### config.mk
export PLATFORM = sky130hd
export DESIGN_NAME = resp_tx_seq
export DESIGN_NICKNAME = d
export VERILOG_FILES = /design/src/rtl/resp_tx_seq.sv
export SDC_FILE = /design/constraint.sdc
export NUM_CORES = 1
export LEC_CHECK = 0
export CORE_ASPECT_RATIO = 0.5
export CORE_MARGIN = 5
export CORE_UTILIZATION = 47
export CTS_BUF_LIST = sky130_fd_sc_hd__clkbuf_8
export CTS_CLUSTER_SIZE = 16
export DETAILED_ROUTE_END_ITERATION = 12
export PLACE_DENSITY = 0.82
export SLEW_MARGIN = 30
export SYNTH_ARGS = -nofsm -noshare
export SYNTH_HDL_FRONTEND = slang
export SYNTH_SLANG_ARGS = --single-unit
### constraint.sdc
create_clock -name clk -period 9.1 [get_ports clk]
set_clock_uncertainty 0.2 [all_clocks]
set_input_delay 2.73 -clock clk [delete_from_list [all_inputs] [get_ports clk]]
set_output_delay 2.73 -clock clk [all_outputs]
set_load 0.005 [all_outputs]
### src/rtl/resp_tx_seq.sv
// Frame sequencer feeding an 8-bit UART transmitter: cmd, data[15:8], data[7:0]
// and an optional inverted-sum checksum, one byte per trmt/tx_done handshake.
module resp_tx_seq #(
  parameter int CHKSUM_EN = 1,
  parameter int GAP_CYC   = 0
) (
  input  logic        clk,
  input  logic        rst,
  input  logic        snd,
  input  logic [7:0]  cmd,
  input  logic [15:0] data,
  input  logic        tx_done,
  output logic        trmt,
  output logic [7:0]  tx_data,
  output logic        busy,
  output logic        frm_done
);

  localparam logic [1:0] IDLE = 2'd0;
  localparam logic [1:0] LOAD = 2'd1;
  localparam logic [1:0] WAIT = 2'd2;
  localparam logic [1:0] GAP  = 2'd3;

  localparam logic [1:0] LAST_IDX = (CHKSUM_EN != 0) ? 2'd3 : 2'd2;
  localparam logic [7:0] GAP_LAST = (GAP_CYC > 0) ? 8'(GAP_CYC - 1) : 8'd0;

  logic [1:0]  state_reg, state_next;
  logic [1:0]  idx_reg, idx_next;
  logic [7:0]  gap_cnt_reg, gap_cnt_next;
  logic [7:0]  cmd_reg, cmd_next;
  logic [15:0] data_reg, data_next;
  logic        busy_reg, busy_next;
  logic        frm_done_reg, frm_done_next;
  logic        trmt_reg;
  logic [7:0]  tx_data_reg;
  logic        done_prev_reg;
  logic        tx_rise;

  logic [23:0] payload_next;
  logic [7:0]  frm_byte [4];

  // Only a fresh rising edge counts: the done flag is still high from the
  // previous byte for a cycle or so after trmt.
  assign tx_rise = tx_done & ~done_prev_reg;

  // Frame bytes come from the next-state latch so the first byte can be
  // presented on the same edge that accepts snd.
  assign payload_next = {cmd_next, data_next};

  genvar gi;
  for (gi = 0; gi < 3; gi++) begin : g_byte
    assign frm_byte[gi] = payload_next[23 - 8*gi -: 8];
  end
  assign frm_byte[3] = ~(frm_byte[0] + frm_byte[1] + frm_byte[2]);

  always_comb begin
    state_next    = state_reg;
    idx_next      = idx_reg;
    gap_cnt_next  = gap_cnt_reg;
    cmd_next      = cmd_reg;
    data_next     = data_reg;
    busy_next     = busy_reg;
    frm_done_next = 1'b0;
    case (state_reg)
      IDLE: begin
        if (snd) begin
          cmd_next   = cmd;
          data_next  = data;
          idx_next   = 2'd0;
          busy_next  = 1'b1;
          state_next = LOAD;
        end
      end
      LOAD: state_next = WAIT;
      WAIT: begin
        if (tx_rise) begin
          if (idx_reg == LAST_IDX) begin
            state_next    = IDLE;
            busy_next     = 1'b0;
            frm_done_next = 1'b1;
          end else begin
            idx_next     = idx_reg + 2'd1;
            gap_cnt_next = 8'd0;
            state_next   = (GAP_CYC > 0) ? GAP : LOAD;
          end
        end
      end
      GAP: begin
        if (gap_cnt_reg == GAP_LAST) state_next = LOAD;
        else gap_cnt_next = gap_cnt_reg + 8'd1;
      end
      default: state_next = IDLE;
    endcase
  end

  always_ff @(posedge clk) begin
    if (rst) begin
      state_reg     <= IDLE;
      idx_reg       <= 2'd0;
      gap_cnt_reg   <= 8'd0;
      cmd_reg       <= 8'h00;
      data_reg      <= 16'h0000;
      busy_reg      <= 1'b0;
      frm_done_reg  <= 1'b0;
      trmt_reg      <= 1'b0;
      tx_data_reg   <= 8'h00;
      done_prev_reg <= 1'b0;
    end else begin
      state_reg     <= state_next;
      idx_reg       <= idx_next;
      gap_cnt_reg   <= gap_cnt_next;
      cmd_reg       <= cmd_next;
      data_reg      <= data_next;
      busy_reg      <= busy_next;
      frm_done_reg  <= frm_done_next;
      done_prev_reg <= tx_done;
      // trmt is high exactly for the cycle spent in LOAD.
      trmt_reg      <= (state_next == LOAD);
      if (state_next == LOAD) tx_data_reg <= frm_byte[idx_next];
    end
  end

  assign trmt     = trmt_reg;
  assign tx_data  = tx_data_reg;
  assign busy     = busy_reg;
  assign frm_done = frm_done_reg;

endmodule

==> out/metrics.cfg <==
[floorplan]
initial_core_util=0.486
design.core.area_um2=5520
die_w_um=117
design.die.area_um2=7410
fp.dieH_um=63.4
rows=19
ioPinCount=39

[logic_synthesis]
syn-num-nets=344
yosys_most_used_dff=dfxtp_1
synth.distinct_cells=46
netlist_area_um2=2680
syn_avg_cell_area_um2=8.94
async_flop_share=0
yosys_warnings=0
seq_area_frac_synth=0.358
synthCells=300
ys_ff_latch=48
synth-edff-count=0

[routing]
drt_iter0_markers=70
wirelength_mm=5.39
firstDrtPassIters=4
post_drt_via_cell_ratio=5.12
ant_nets=0
vias=2067
wire_per_inst_um=13.3
drc_errors=0

[cts]
cts.clk_slew.worst_paths_ns=0.09
clk_path_buf_depth=2
clock_latency_ns=0.31
clockRootBuffer=clkbuf_8
cts_tree=yes
cts_max_level=2
post_cts_buffers=0
ctsResizeCount=0
clkSinkCount=48
cts_buffers=5
cts_hold_buf=0

[sta]
maxSlewViolCount=0
setup_violations=0
worst_slew_pin_slew_ns=0.646
hold_viol_final=0
fin_crit_sh=0.689
relSlewSlack=0.564
setup_tns_ns=0
hold_slack_ns=0.270
fin_crit_ns=6.27
rsz0062_at_grt=no
fmax_mhz=159

[global_route]
grtUsageTotal=0.158
grt_pass1_wl_mm=9.47
antenna_found_initial=0
grt_max_degree=43
grt_remaining_overflow=0
grt_pass1_vias=2101

[pwr]
power.leakage_nw=1.32
power.density_nw_per_um2=164
ir_drop_mv=0.101

[worst_hold_path]
min_path_type=reg2reg
hold_depth=1

[critical_path]
r2r_cells=14
cp_data_required_time_ns=9.12
end_kind=flop
path_class=in2reg
start_kind=input port
cp_max_fo=28
cp.arrival_ns=6.29

[placement]
dpl.hpwl_mm=4.02
io_buffer_count=38
gp_congestion=0.936

[final_layout]
drive_above_1_share=0.0665
diodes=0
largest_register_ffs=16
nets=374
syn2layout_area_growth_pct=17.5

[flow_run]
max-cap-violations=0

[run_status]
status=completed

-- cell usage in the layout, fill, tap and decap left out, drive strengths merged, types with 2 or more instances in the layout --
cell           synthesis  layout
nor3b                  2       2
and3                   2       2
o21ai                  4       4
nand2b                 2       2
a31oi                  2       2
nand4                  4       4
xnor2                  4       4
ha                     8       8
xnor3                  2       2
inv                   19      19
o21a                   2       2
a21o                   2       2
fa                     8       8
nand2                 40      40
xor2                   8       8
nor2                  39      39
a311oi                 3       3
buf                   12       2
nand3                  6       6
mux2i                 24      24
mux2                   2       2
nor2b                 12      12
a211oi                 5       5
nor4b                  3       3
clkdlybuf4s50          0      38
o211ai                 3       3
dfxtp                 48      48
clkinvlp               0       2
a21oi                 12      12
nor3                   3       3
or2                    3       3
clkbuf                 5       6
-- critical path, cell delays in order --
cell	delay [ns]
clkdlybuf4s50_1	0.46
nor3b_2	0.15
buf_4	0.36
mux2i_1	0.38
inv_1	0.14
fa_1	0.55
ha_1	0.16
inv_1	0.05
fa_1	0.39
nand2b_1	0.18
a21oi_1	0.13
o22ai_1	0.10
xnor2_1	0.14
nand4_1	0.11
a211oi_1	0.25
-- layout make-up --
cell class | count | area (um2)
Inverter | 19 | 71.3
Fill cell | 490 | 2360
Sequential cell | 48 | 961
Clock buffer | 6 | 82.6
Clock inverter | 2 | 15.0
Multi-Input combinational cell | 216 | 1530
Timing Repair Buffer | 40 | 395
Tap cell | 73 | 91.3
-- cell usage after synthesis, drive strengths merged (2+ instances only) --
master	count	share of area
o21ai	4	0.0075
a21oi	12	0.022
nor3	3	0.0075
dfxtp	48	0.36
nand2	40	0.056
nor4b	3	0.0098
nand3	6	0.011
o21a	2	0.0061
or2	3	0.0070
inv	19	0.027
o211ai	3	0.0084
xnor3	2	0.017
mux2	2	0.0084
xor2	8	0.026
ha	8	0.037
buf	12	0.038
and3	2	0.0047
xnor2	4	0.013
mux2i	24	0.090
nand4	4	0.0093
clkbuf	5	0.0070
a31oi	2	0.0047
a21o	2	0.0056
nand2b	2	0.0047
nor2	39	0.055
a211oi	5	0.016
fa	8	0.060
nor3b	2	0.0056
nor2b	12	0.028
a311oi	3	0.0098
-- per-layer routing --
| layer | vias to the layer above | track usage | share of wire |
|---|---|---|---|
| li1 | 1059 | - | - |
| met1 | 952 | 0.195 | 0.45 |
| met2 | 43 | 0.257 | 0.48 |
| met3 | 13 | 0.0459 | 0.054 |
| met4 | 0 | 0.0629 | 0.020 |
| met5 | - | 0 | 0 |
-- per-stage QoR --
step                      area (um2)   util  setup WS (ns)  power, mW  instances
after floorplan                 2680      -           3.33      0.345        300
after global placement          3050  0.554           2.69      0.381        396
after detailed placement        3050  0.554           2.57      0.388        396
after CTS                       3150  0.571           2.84      0.521        404
after global routing            3150  0.571           2.58      0.553        404
final                           3150  0.571           2.83      0.518        404
-- where the power goes --
group / internal [mW] / switching (mW)
Sequential: 0.224 / 0.00741
Combinational: 0.0742 / 0.0777
Clock: 0.0615 / 0.0726
-- cells by family after synthesis --
group / share of synthesized area
flip-flops: 0.358
AND/OR/NAND/NOR: 0.218
adder cells (fa/ha/maj): 0.0971
multiplexers: 0.0980
buffers and inverters: 0.0714
AO/OA/AOI/OAI: 0.101
XOR/XNOR: 0.0560
-- final timing paths --
kind | startpoint | to | slack [ns]
worst min-delay path | done_prev_reg | frm_done | 0.27
worst max-delay path | snd | tx_data[7] | 2.83
worst max register to register | state_reg[1] | tx_data[7] | 5.26
worst min register to register | done_prev_reg | frm_done | 0.27
(Power assumes the default switching activity.)
